==> src/rtl/fan_mode_cntr.sv <==
// fan_mode_cntr: fan speed mode FSM with a ramped PWM duty and a BCD auto-off countdown.
module fan_mode_cntr #(
   parameter int CLKS_PER_SEC = 100_000_000,
   parameter int RAMP_DIV     = 1_000_000,
   parameter int DUTY_LOW     = 30,
   parameter int DUTY_MID     = 60,
   parameter int DUTY_HIGH    = 99
) (
   input  logic        clk,
   input  logic        reset_p,
   input  logic        btn_speed,
   input  logic        btn_timer,
   input  logic        btn_off,
   output logic [1:0]  mode,
   output logic [6:0]  duty,
   output logic        fan_on,
   output logic        timer_active,
   output logic [15:0] fnd_value
);
   typedef enum logic [1:0] {OFF, LOW, MID, HIGH} mode_e;
   localparam int SW = CLKS_PER_SEC > 1 ? $clog2(CLKS_PER_SEC) : 1;
   localparam int RW = RAMP_DIV > 1 ? $clog2(RAMP_DIV) : 1;
   localparam logic [6:0] T_LOW  = 7'(DUTY_LOW  > 99 ? 99 : DUTY_LOW);
   localparam logic [6:0] T_MID  = 7'(DUTY_MID  > 99 ? 99 : DUTY_MID);
   localparam logic [6:0] T_HIGH = 7'(DUTY_HIGH > 99 ? 99 : DUTY_HIGH);
   mode_e       mode_q, mode_d;
   logic [6:0]  duty_q, duty_d, target;
   logic        active_q, active_d, fan_q;
   logic [11:0] rem_q, rem_d, rem_dec, preset_bcd;
   logic [1:0]  preset_q, preset_d, preset_nx;
   logic [SW-1:0] sec_q, sec_d;
   logic [RW-1:0] ramp_q;
   logic        sec_tick, expire, ramp_step, cancel;
   always_comb begin
      sec_tick   = active_q && sec_q == SW'(CLKS_PER_SEC - 1);
      expire     = sec_tick && rem_q == 12'h001;
      ramp_step  = ramp_q == RW'(RAMP_DIV - 1);
      rem_dec[3:0]  = rem_q[3:0] != 4'd0 ? rem_q[3:0] - 4'd1 : 4'd9;
      rem_dec[7:4]  = rem_q[3:0] != 4'd0 ? rem_q[7:4] : rem_q[7:4] != 4'd0 ? rem_q[7:4] - 4'd1 : 4'd9;
      rem_dec[11:8] = rem_q[7:0] != 8'h00 ? rem_q[11:8] : rem_q[11:8] - 4'd1;
      preset_nx  = preset_q + 2'd1;
      preset_bcd = preset_nx == 2'd1 ? 12'h060 : preset_nx == 2'd2 ? 12'h180 : preset_nx == 2'd3 ? 12'h300 : 12'h000;
      mode_d     = mode_q;
      active_d   = active_q;
      preset_d   = preset_q;
      rem_d      = sec_tick ? rem_dec : rem_q;
      sec_d      = active_q && !sec_tick ? sec_q + 1'b1 : '0;
      cancel     = 1'b0;
      // Priority chain; any event lower in the chain is dropped this cycle.
      if (btn_off || expire) begin
         mode_d = OFF;
         cancel = 1'b1;
      end else if (btn_speed) begin
         mode_d = mode_e'(mode_q + 2'd1);
         cancel = mode_q == HIGH;
      end else if (btn_timer && mode_q != OFF) begin
         preset_d = preset_nx;
         rem_d    = preset_bcd;
         active_d = preset_nx != 2'd0;
         sec_d    = '0;
      end
      if (cancel) begin
         active_d = 1'b0;
         rem_d    = 12'h000;
         preset_d = 2'd0;
         sec_d    = '0;
      end
      target = mode_q == LOW ? T_LOW : mode_q == MID ? T_MID : mode_q == HIGH ? T_HIGH : 7'd0;
      duty_d = !ramp_step ? duty_q : duty_q < target ? duty_q + 7'd1 : duty_q > target ? duty_q - 7'd1 : duty_q;
   end
   always_ff @(posedge clk) begin
      if (reset_p) begin
         mode_q   <= OFF;
         duty_q   <= '0;
         active_q <= 1'b0;
         fan_q    <= 1'b0;
         rem_q    <= '0;
         preset_q <= '0;
         sec_q    <= '0;
         ramp_q   <= '0;
      end else begin
         mode_q   <= mode_d;
         duty_q   <= duty_d;
         active_q <= active_d;
         fan_q    <= mode_d != OFF || duty_d != 7'd0;
         rem_q    <= rem_d;
         preset_q <= preset_d;
         sec_q    <= sec_d;
         ramp_q   <= ramp_step ? '0 : ramp_q + 1'b1;
      end
   end
   assign mode         = mode_q;
   assign duty         = duty_q;
   assign fan_on       = fan_q;
   assign timer_active = active_q;
   assign fnd_value    = {2'b00, mode_q, rem_q};
endmodule

==> config.mk <==
export PLATFORM = sky130hd
export DESIGN_NAME = fan_mode_cntr
export DESIGN_NICKNAME = d
export VERILOG_FILES = /design/src/rtl/fan_mode_cntr.sv
export SDC_FILE = /design/constraint.sdc
export NUM_CORES = 1
export LEC_CHECK = 0
export BUFFER_PORTS_ARGS = -buffer_cell sky130_fd_sc_hd__buf_2
export CAP_MARGIN = 20
export CORE_ASPECT_RATIO = 2
export CORE_UTILIZATION = 54
export DETAILED_ROUTE_END_ITERATION = 7
export PLACE_DENSITY = 0.76
export RECOVER_POWER = 25
export SLEW_MARGIN = 20
export SYNTH_ARGS = -nofsm -noshare
export SYNTH_HDL_FRONTEND = slang
export SYNTH_SLANG_ARGS = --single-unit
==> constraint.sdc <==
create_clock -name clk -period 2.85 [get_ports clk]
set_input_delay 0.4275 -clock clk [delete_from_list [all_inputs] [get_ports clk]]
set_output_delay 0.4275 -clock clk [all_outputs]
set_load 0.05 [all_outputs]
# ---- After elaboration in Yosys (flattened, before gate mapping)
# Cells that the tools add are included.
dict set report word_totals {
  ff_bits 72
  inputBits 5
  out_inout_bits 27
}
dict set report op_classes {
  addsub 9
  magnitude_cmp 2
  eq_ne 9
  n_mux 25
  bitwise 2
  n_reduce_logical 17
}
# cell count
set ops {}
lappend ops {{two-way mux 27 bit} 4}
lappend ops {{two-way mux 12 bit} 4}
lappend ops {{two-way mux 7 bit} 6}
lappend ops {{two-way mux 10 bit} 3}
lappend ops {{adder 27 x 1 -> 27 bit (second input constant)} 1}
lappend ops {{== test 27 bit (second input constant)} 1}
lappend ops {{adder 20 x 1 -> 20 bit (second input constant)} 1}
lappend ops {{== test 20 bit (second input constant)} 1}
lappend ops {{two-way mux 4 bit} 4}
lappend ops {{== test 12 x 1 -> 1 bit (second input constant)} 1}
lappend ops {{subtractor 4 x 1 -> 4 bit (second input constant)} 3}
lappend ops {{== test 2 bit (second input constant)} 4}
lappend ops {{nonzero test 4 bit} 2}
lappend ops {{nonzero test 8 bit} 1}
lappend ops {{adder 7 x 1 -> 7 bit (second input constant)} 1}
lappend ops {{> comparator 7 bit} 1}
lappend ops {{less-than comparator 7 bit} 1}
lappend ops {{nonzero test 7 bit} 1}
lappend ops {{subtractor 7 x 1 -> 7 bit (second input constant)} 1}
lappend ops {{nonzero test 2 bit} 3}
lappend ops {{adder 2 x 1 -> 2 bit (second input constant)} 2}
lappend ops {{== test 2 x 1 -> 1 bit (second input constant)} 2}
lappend ops {{logical AND 1 bit} 4}
lappend ops {{two-way mux 2 bit} 2}
lappend ops {{other kinds (6)} 10}

# ---- Longest topological paths before layout
# Gate-level depths: netlist of the first run.
dict set report depth {
  ltp_word 10
  ltp_mapped 12
  mapped_depth_nobuf 12
}

# ---- Least setup slack after synthesis of the first run
# No wires, ideal clock.
dict set report synth_path {
  kind {register to register}
  startpoint {register mode_q[1], in the netlist mode[1]}
  endpoint {register fan_q, in the netlist fan_on}
  setup_time_ns 0.138
  arrival_time_ns 2.787
  required_ns 2.712
  setup_slack_ns -0.075
  path_stages_with_launch 12
  path_cell_list {dfxtp_1 -> inv_1 -> ha_1 -> inv_1 -> ha_1 -> nand3_1 -> a211o_1 -> nand2_1 -> mux2i_1 -> xnor2_1 -> and4_1 -> a41oi_1}
}
dict set report synth_between {
  elab_chain_cells 10
  elab_cells_between_ends 17
}
# item line
set synth_rtl {}
lappend synth_rtl {{start: declaration} 26} ;# mode_e mode_q, mode_d;
lappend synth_rtl {{start signal: assignment} 82} ;# mode_q <= mode_d;
lappend synth_rtl {{== test 2 bit} 68} ;# target = mode_q == LOW ? T_LOW : mode_q == MID ? T_MID : mode_q == HIGH ? T_HIGH : 7'd0;
lappend synth_rtl {{two-way mux 7 bit (3 in a row)} 68}
lappend synth_rtl {{> comparator 7 bit} 69} ;# duty_d = !ramp_step ? duty_q : duty_q < target ? duty_q + 7'd1 : duty_q > target ? duty_q - 7'd1 : duty_q;
lappend synth_rtl {{two-way mux 7 bit (3 in a row)} 69}
lappend synth_rtl {{nonzero test 7 bit} 85} ;# fan_q <= mode_d != OFF || duty_d != 7'd0;
lappend synth_rtl {{logical OR 1 bit (*)} 85}
lappend synth_rtl {{end signal: assignment} 76} ;# fan_q <= 1'b0;
lappend synth_rtl {{end signal: assignment} 85}
lappend synth_rtl {{end: declaration} 28} ;# logic active_q, active_d, fan_q;
# Every way passes the cells marked *; elsewhere a longest branch is shown, timed or not.
# A chain may end at the register's enable or synchronous reset.

# ---- Worst setup path in the final report of the first run
dict set report layout_path {
  startpoint {register sec_q[0]}
  endpoint {register rem_q[5]}
}
dict set report layout_between {
  elab_chain_cells 6
  elab_cells_between_ends 10
}
# item line
set layout_rtl {}
lappend layout_rtl {{start: declaration} 31} ;# logic [SW-1:0] sec_q, sec_d;
lappend layout_rtl {{start signal: assignment} 79} ;# sec_q <= '0;
lappend layout_rtl {{start signal: assignment} 88} ;# sec_q <= sec_d;
lappend layout_rtl {{== test 27 bit (*)} 35} ;# sec_tick = active_q && sec_q == SW'(CLKS_PER_SEC - 1);
lappend layout_rtl {{logical AND 1 bit (*)} 35}
lappend layout_rtl {{two-way mux 12 bit or logical AND 1 bit (tied branches)} {46, 36}}
lappend layout_rtl {{two-way mux 12 bit or logical OR 1 bit (tied branches)} {56, 50}}
lappend layout_rtl {{two-way mux 12 bit or two-way mux 1 bit (tied branches)} {53, 50}}
lappend layout_rtl {{two-way mux 12 bit or OR reduction 2 bit (tied branches)} n/a}
lappend layout_rtl {{end signal: assignment} 86} ;# rem_q <= rem_d;
lappend layout_rtl {{end: declaration} 29} ;# logic [11:0] rem_q, rem_d, rem_dec, preset_bcd;
# Marked as above.

==> metrics.md, run 1 <==
| Metric | Value |
|---|---|
| Status | `finished, final reports clean` |
| Uppermost routed layer | `met4` |
| M1 WL | `2820 µm` |
| Remaining Overflow, GRT | `0` |
| Final hold slack | `0.413 ns` |
| Post-synth top area cell | `dfxtp_1` |
| Clk root buf | `clkbuf_16` |
| Initial Utilization | `55.5%` |
| Initial drt markers | `125` |
| Crit share post-route | `97.0%` |
| Register bit count reported by yosys | `72` |
| Power per cell area | `506 nW/µm²` |
| Worst hold-check path type | `in2reg` |
| Clk Latency, worst-skew pair | `0.34 ns` |
| Tmin final | `2.77 ns` |
| Final cell count without fillers | `558` |
| Worst Path Max Fanout | `6` |
| Sequential-to-total area share from yosys stat | `39.5%` |
| Yosys top cell area share | `39.5%` |
| CTS Buffer Depth | `2` |
| CP endpoint kind | `flip-flop` |
| Placed Cells | `542` |
| Mapped Area | `3640 µm²` |
| IO Port Bufs | `29` |
| Setup CP Type | `reg2reg` |
| First-pass GRT wire length | `12400 µm` |
| F_max | `362 MHz` |
| Commonest non-fill, non-tap cells in the layout | `nor2_1, dfxtp_1, xor2_1` |
| Filler cell count in the final layout | `577` |
| Synth area leaders | `dfxtp_1, nor2_1, xor2_1` |
| Pre-Repair DR Iteration Count | `4` |
| Vias post-DR | `3064` |
| WP data arrival | `2.97 ns` |
| Ant diodes | `0` |
| Die H | `118 µm` |
| Commonest non-fill, non-tap cell in the layout | `nor2_1` |
| Hold-fix buffers, CTS | `0` |
| Sw power | `450 µW` |
| Clock power share | `46.7%` |
| Number of remaining DRC errors | `0` |
| Crit path launch type | `flip-flop` |
| I/O Pins | `32` |
| Hpwl dp | `5500 µm` |
| Rel. slew slack | `58.8%` |
| Clock sinks | `72` |
| Layout Nets | `491` |
| Max_cap viols | `0` |
| Total CTS buffers | `9` |
| P_int | `1.65 mW` |
| Antenna viol nets, final | `0` |
| Die area | `7100 µm²` |
| Number of global-route vias before repair | `2912` |
| Row count | `42` |
| Total Negative Setup Slacks | `0 ns` |
| Share of cells above drive strength 1 | `8.72%` |
| Comb power frac | `4.6%` |
| Leakage | `1.49 nW` |
| Reg power frac | `48.7%` |
| Routed len/inst | `13.6 µm` |
| Final hold vios | `0` |
| Total GRT Usage | `23.3%` |
| Area growth syn-to-layout | `13.7%` |
| Synth Warn # | `0` |
| Tot Pwr | `2.10 mW` |
| Max VDD drop | `417 µV` |
| Reg clk slew, reported paths | `0.05 ns` |
| Met2 wire len | `4300 µm` |
| Worst EP required | `3.06 ns` |
| Final setup fails | `0` |
| Final WL | `7580 µm` |
| Worst-Margin Slew | `0.621 ns` |
| Average cell area after synthesis | `8.44 µm²` |
| Chip Width | `60.1 µm` |
| Switching share of power | `21.4%` |
| Met3 Wirelength | `225 µm` |
| Cells after Synth | `432` |
| Largest net degree at the start of global routing | `28` |
| Htree depth | `3` |
| CTS tree | `done` |
| Yosys cell types | `45` |
| Drt via density | `5.49` |
| GPL Wtd Cong | `0.831` |
| Clk_skew | `0.00560 ns` |
| Fin util | `63.1%` |
| Core Footprint | `6570 µm²` |
| Initial antenna violation count | `0` |
| Max-slew violation count | `0` |
## timing repair
action | CTS | global route
setup buffers | 0 | 2
endpoints found under the setup margin | 0 | 2
gates resized for setup | 0 | 6
endpoints found under the hold margin | 0 | 0
## sequential cells by signal, summed over array words and instances, names as in the netlist
register      cells
sec_q            27
ramp_q           20
rem_q            12
duty              7
mode              2
preset_q          2
fan_on            1
timer_active      1
## critical path: stages (launching register included)
cell and delay [ns]:
dfxtp_2 0.34, ha_2 0.21, nand3_4 0.10, or3_4 0.41
or3_4 0.39, or2_4 0.26, or3_4 0.34, or3_1 0.33
mux2i_1 0.15, o22ai_1 0.09
## layer usage
| layer | global-route usage, % | up-vias |
|---|---|---|
| met3 | 5.25 | 16 |
| met1 | 21.8 | 1459 |
| met4 | 14.2 | 0 |
| met5 | 0 | - |
| met2 | 42.5 | 52 |
| li1 | - | 1537 |
## kinds of logic (layout without fill, tap and decap cells)
logic type,count (synthesis),count (layout),synth area share (%)
compound gates,29,29,4.94
xor+xnor,58,58,13.9
fa+ha+maj,19,19,6.52
buf+inv,31,68,3.60
flops,72,72,39.5
mux,6,6,1.65
other cells,1,2,0.103
simple gates,216,216,29.7
## synthesized netlist by cell type (all sizes together)
library cell  instances
o31ai                 1
or4b                  1
a211oi                2
ha                   19
conb                  1
a31oi                 1
nand3                30
nand4                18
nor4                  7
a41oi                 1
and2                  1
or3                   5
or3b                  1
nor4b                 1
o21ai                 8
o221ai                1
nand3b                2
clkbuf               10
and4                  6
dfxtp                72
inv                  16
o21bai                1
a211o                 2
mux2i                 6
o22a                  1
or2                   4
nor4bb                2
nand4b                2
nor2                 94
xor2                 34
o22ai                 1
o31a                  1
and3                 10
buf                   5
nand2                22
nor2b                 2
xnor2                24
a21oi                 9
nor3                  8
## final timing paths
check        slack [ns]  endpoint     start  cells past startpoint
min reg2reg        0.43  sec_q[0]  sec_q[0]                      1
max                0.08  rem_q[5]  sec_q[0]                      9
max reg2reg        0.08  rem_q[5]  sec_q[0]                      9
min                0.41   duty[4]   reset_p                      2
## power by group through the flow
stage | combinational, mW | clock, mW | sequential (mW)
finish | 0.0966 | 0.979 | 1.02
floorplan | 0.0696 | 0 | 1.05
global placement | 0.0898 | 0 | 1.04
detailed placement | 0.0919 | 0 | 1.04
global route | 0.104 | 1.04 | 1.02
CTS | 0.0924 | 1.01 | 1.02
## metrics by stage
| stage | instance area, µm² | setup WS, ns |
|---|---|---|
| 3_5_place_dp | 3890 | 0.00324 |
| 4_1_cts | 4140 | 0.00732 |
| 3_3_place_gp | 3890 | 0.0972 |
| 2_1_floorplan | 3650 | 0.145 |
| 5_1_grt | 4150 | -0.00580 |
| 6_report | 4150 | 0.0847 |
## final cells by class
| type | count | area [µm²] | share of cell area (%) |
|---|---|---|---|
| clock inverter | 1 | 5.00 | 0.121 |
| clock buffer | 13 | 250 | 6.04 |
| sequential | 72 | 1450 | 34.9 |
| multi-input combinational | 330 | 2090 | 50.4 |
| timing repair buffer | 38 | 183 | 4.41 |
| tap | 88 | 110 | 2.66 |
| inverter | 16 | 60.1 | 1.45 |
(Power assumes the default switching activity.)
==> run 2: changes to the inputs <==
Settings changed: CORE_UTILIZATION 54 to 56, CTS_BUF_LIST from default to sky130_fd_sc_hd__clkbuf_4 sky130_fd_sc_hd__clkbuf_8, GPL_ROUTABILITY_DRIVEN from default to 0, PLACE_DENSITY 0.76 to 0.79.
Clock period 2.85 ns to 2.4 ns, I/O delays scaled along.
==> run 2 against run 1 <==
- the run now ends with setup timing left
- fmax grew 7.2%
- via count is 9.7% higher
- worst setup slack lost 0.26 ns
- critical endpoint is now fan_on
- highest routed layer unchanged
==> metrics.md, run 2 (synthesis results as in run 1) <==
| Metric | Value |
|---|---|
| Routed len/inst | `14.2 µm` |
| Max_cap viols | `0` |
| Crit path launch type | `flip-flop` |
| Layout Nets | `546` |
| Number of global-route vias before repair | `3149` |
| Max VDD drop | `435 µV` |
| Worst Path Max Fanout | `7` |
| Reg power frac | `52.8%` |
| Setup CP Type | `reg2reg` |
| Pre-Repair DR Iteration Count | `4` |
| Cell Area, Placed | `4330 µm²` |
| Unrepaired setup endpoints after global routing | `yes` |
| Max-slew violation count | `0` |
| Final hold slack | `0.350 ns` |
| Total CTS buffers | `9` |
| Largest net degree at the start of global routing | `28` |
| Worst-Margin Slew | `0.621 ns` |
| Htree depth | `3` |
| Power per cell area | `486 nW/µm²` |
| Reg clk slew, reported paths | `0.08 ns` |
| First-pass GRT wire length | `13300 µm` |
| Initial Utilization | `57.8%` |
| Vias post-DR | `3361` |
| Hpwl dp | `5860 µm` |
| Chip Width | `59.0 µm` |
| Critical Path Most Common Cell | `ha_4` |
| F_max | `388 MHz` |
| Clk Latency, worst-skew pair | `0.36 ns` |
| Design area | `4710 µm²` |
| Antenna viol nets, final | `0` |
| Number of remaining DRC errors | `0` |
| RR Startpoint | `mode[1]` |
| Register bank with the most flops | `sec_q` |
| Hold-fix buffers, CTS | `0` |
| Core Footprint | `6310 µm²` |
| Crit path buffers/inverters | `1` |
| Max reg flops | `27` |
| Die area | `6850 µm²` |
| Sw power | `535 µW` |
| IO Port Bufs | `29` |
| Final WL | `8690 µm` |
| Clock sinks | `72` |
| Commonest non-fill, non-tap cell in the layout | `nor2_1` |
| CP endpoint kind | `flip-flop` |
| Status | `finished, violations left` |
| Slowest CP cell | `dfxtp_4` |
| I/O Pins | `32` |
| Area growth syn-to-layout | `29.2%` |
| Largest regs | `sec_q (27), ramp_q (20), rem_q (12)` |
| Violated checks | `setup timing` |
| Worst hold-check path type | `in2reg` |
| P_int | `1.75 mW` |
| Clk_skew | `0.0124 ns` |
| Drt via density | `5.49` |
| Rel. slew slack | `58.8%` |
| Leakage | `1.79 nW` |
| CTS Buffer Depth | `2` |
| Row count | `41` |
| CTS tree | `done` |
| Die H | `116 µm` |
| Total GRT Usage | `25.6%` |
| Comb power frac | `6.9%` |
| Worst EP required | `2.63 ns` |
| Clk root buf | `clkbuf_8` |
| CP delay by family, top | `simple AND/OR/NAND/NOR gates` |
| Final hold vios | `0` |
| WP data arrival | `2.81 ns` |
| Tmin final | `2.58 ns` |
| Ant diodes | `0` |
| Crit-path cells | `inv_4 -> ha_4 -> nor2_4 -> ha_4 -> nor2b_4 -> o21ai_1 -> a211o_1 -> nand2_4 -> mux2i_2 -> xnor2_1 -> and4_1 -> a41oi_2` |
| Initial drt markers | `220` |
| Share of cells above drive strength 1 | `24.7%` |
| Crit share post-route | `107%` |
| Hold path startpoint | `reset_p` |
| Worst setup margin | `-0.180 ns` |
| Slowest cell delay on critical path | `0.37 ns` |
| Setup crit start | `mode[1]` |
| Commonest non-fill, non-tap cells in the layout | `nor2_1, dfxtp_1, buf_4` |
| Switching share of power | `23.4%` |
| Remaining Overflow, GRT | `0` |
| Final setup fails | `3` |
| Initial antenna violation count | `0` |
| Clock power share | `40.3%` |
[run 2: cell count changes in the layout (fill, tap and decap cells not counted), sizes merged]
| cell | delta |
|---|---|
| buf | +57 |
| clkinv | -1 |
[run 2: worst paths after layout]
path / end / slack [ns] / depth (start not counted)
min: duty[1] / 0.35 / 2
max reg2reg: fan_on / -0.18 / 12
min reg2reg: ramp_q[0] / 0.48 / 1
max: fan_on / -0.18 / 12
[run 2: layout make-up]
cell class | count | area, µm²
multi-input combinational | 330 | 2280
fill | 447 | 1600
sequential | 72 | 1460
timing repair buffer | 93 | 618
clock buffer | 15 | 188
tap | 86 | 108
inverter | 16 | 62.6
[run 2: power by group through the flow]
stage          sequential [mW]  clock, mW  combinational (mW)
6_report                  1.21      0.922               0.159
5_1_grt                   1.21       1.00               0.168
4_1_cts                   1.21      0.941               0.136
3_5_place_dp              1.23          0               0.125
3_3_place_gp              1.23          0               0.123
2_1_floorplan             1.24          0              0.0859
[run 2: timing repair]
action,in CTS,in global routing
gates resized for setup,7,29
setup buffers,5,2
endpoints found under the setup margin,6,10
pin swaps,8,12
[run 2: through the flow]
stage	setup WS, ns	utilization [%]	power (mW)	TNS (ns)	std cells
after global routing	-0.265	74.6	2.38	-0.752	612
after detailed placement	-0.233	68.7	1.36	-0.501	591
after CTS	-0.110	72.7	2.28	-0.183	611
after floorplan	-0.192	-	1.33	-0.298	433
after global placement	-0.144	68.7	1.36	-0.214	591
final	-0.180	74.6	2.29	-0.326	612
[run 2: per-layer routing]
layer	up-vias	routed length, µm	global-route usage (%)
li1	1643	-	-
met1	1615	3170	25.2
met2	81	4960	47.1
met3	22	287	6.31
met4	0	281	14.4
met5	-	0	0
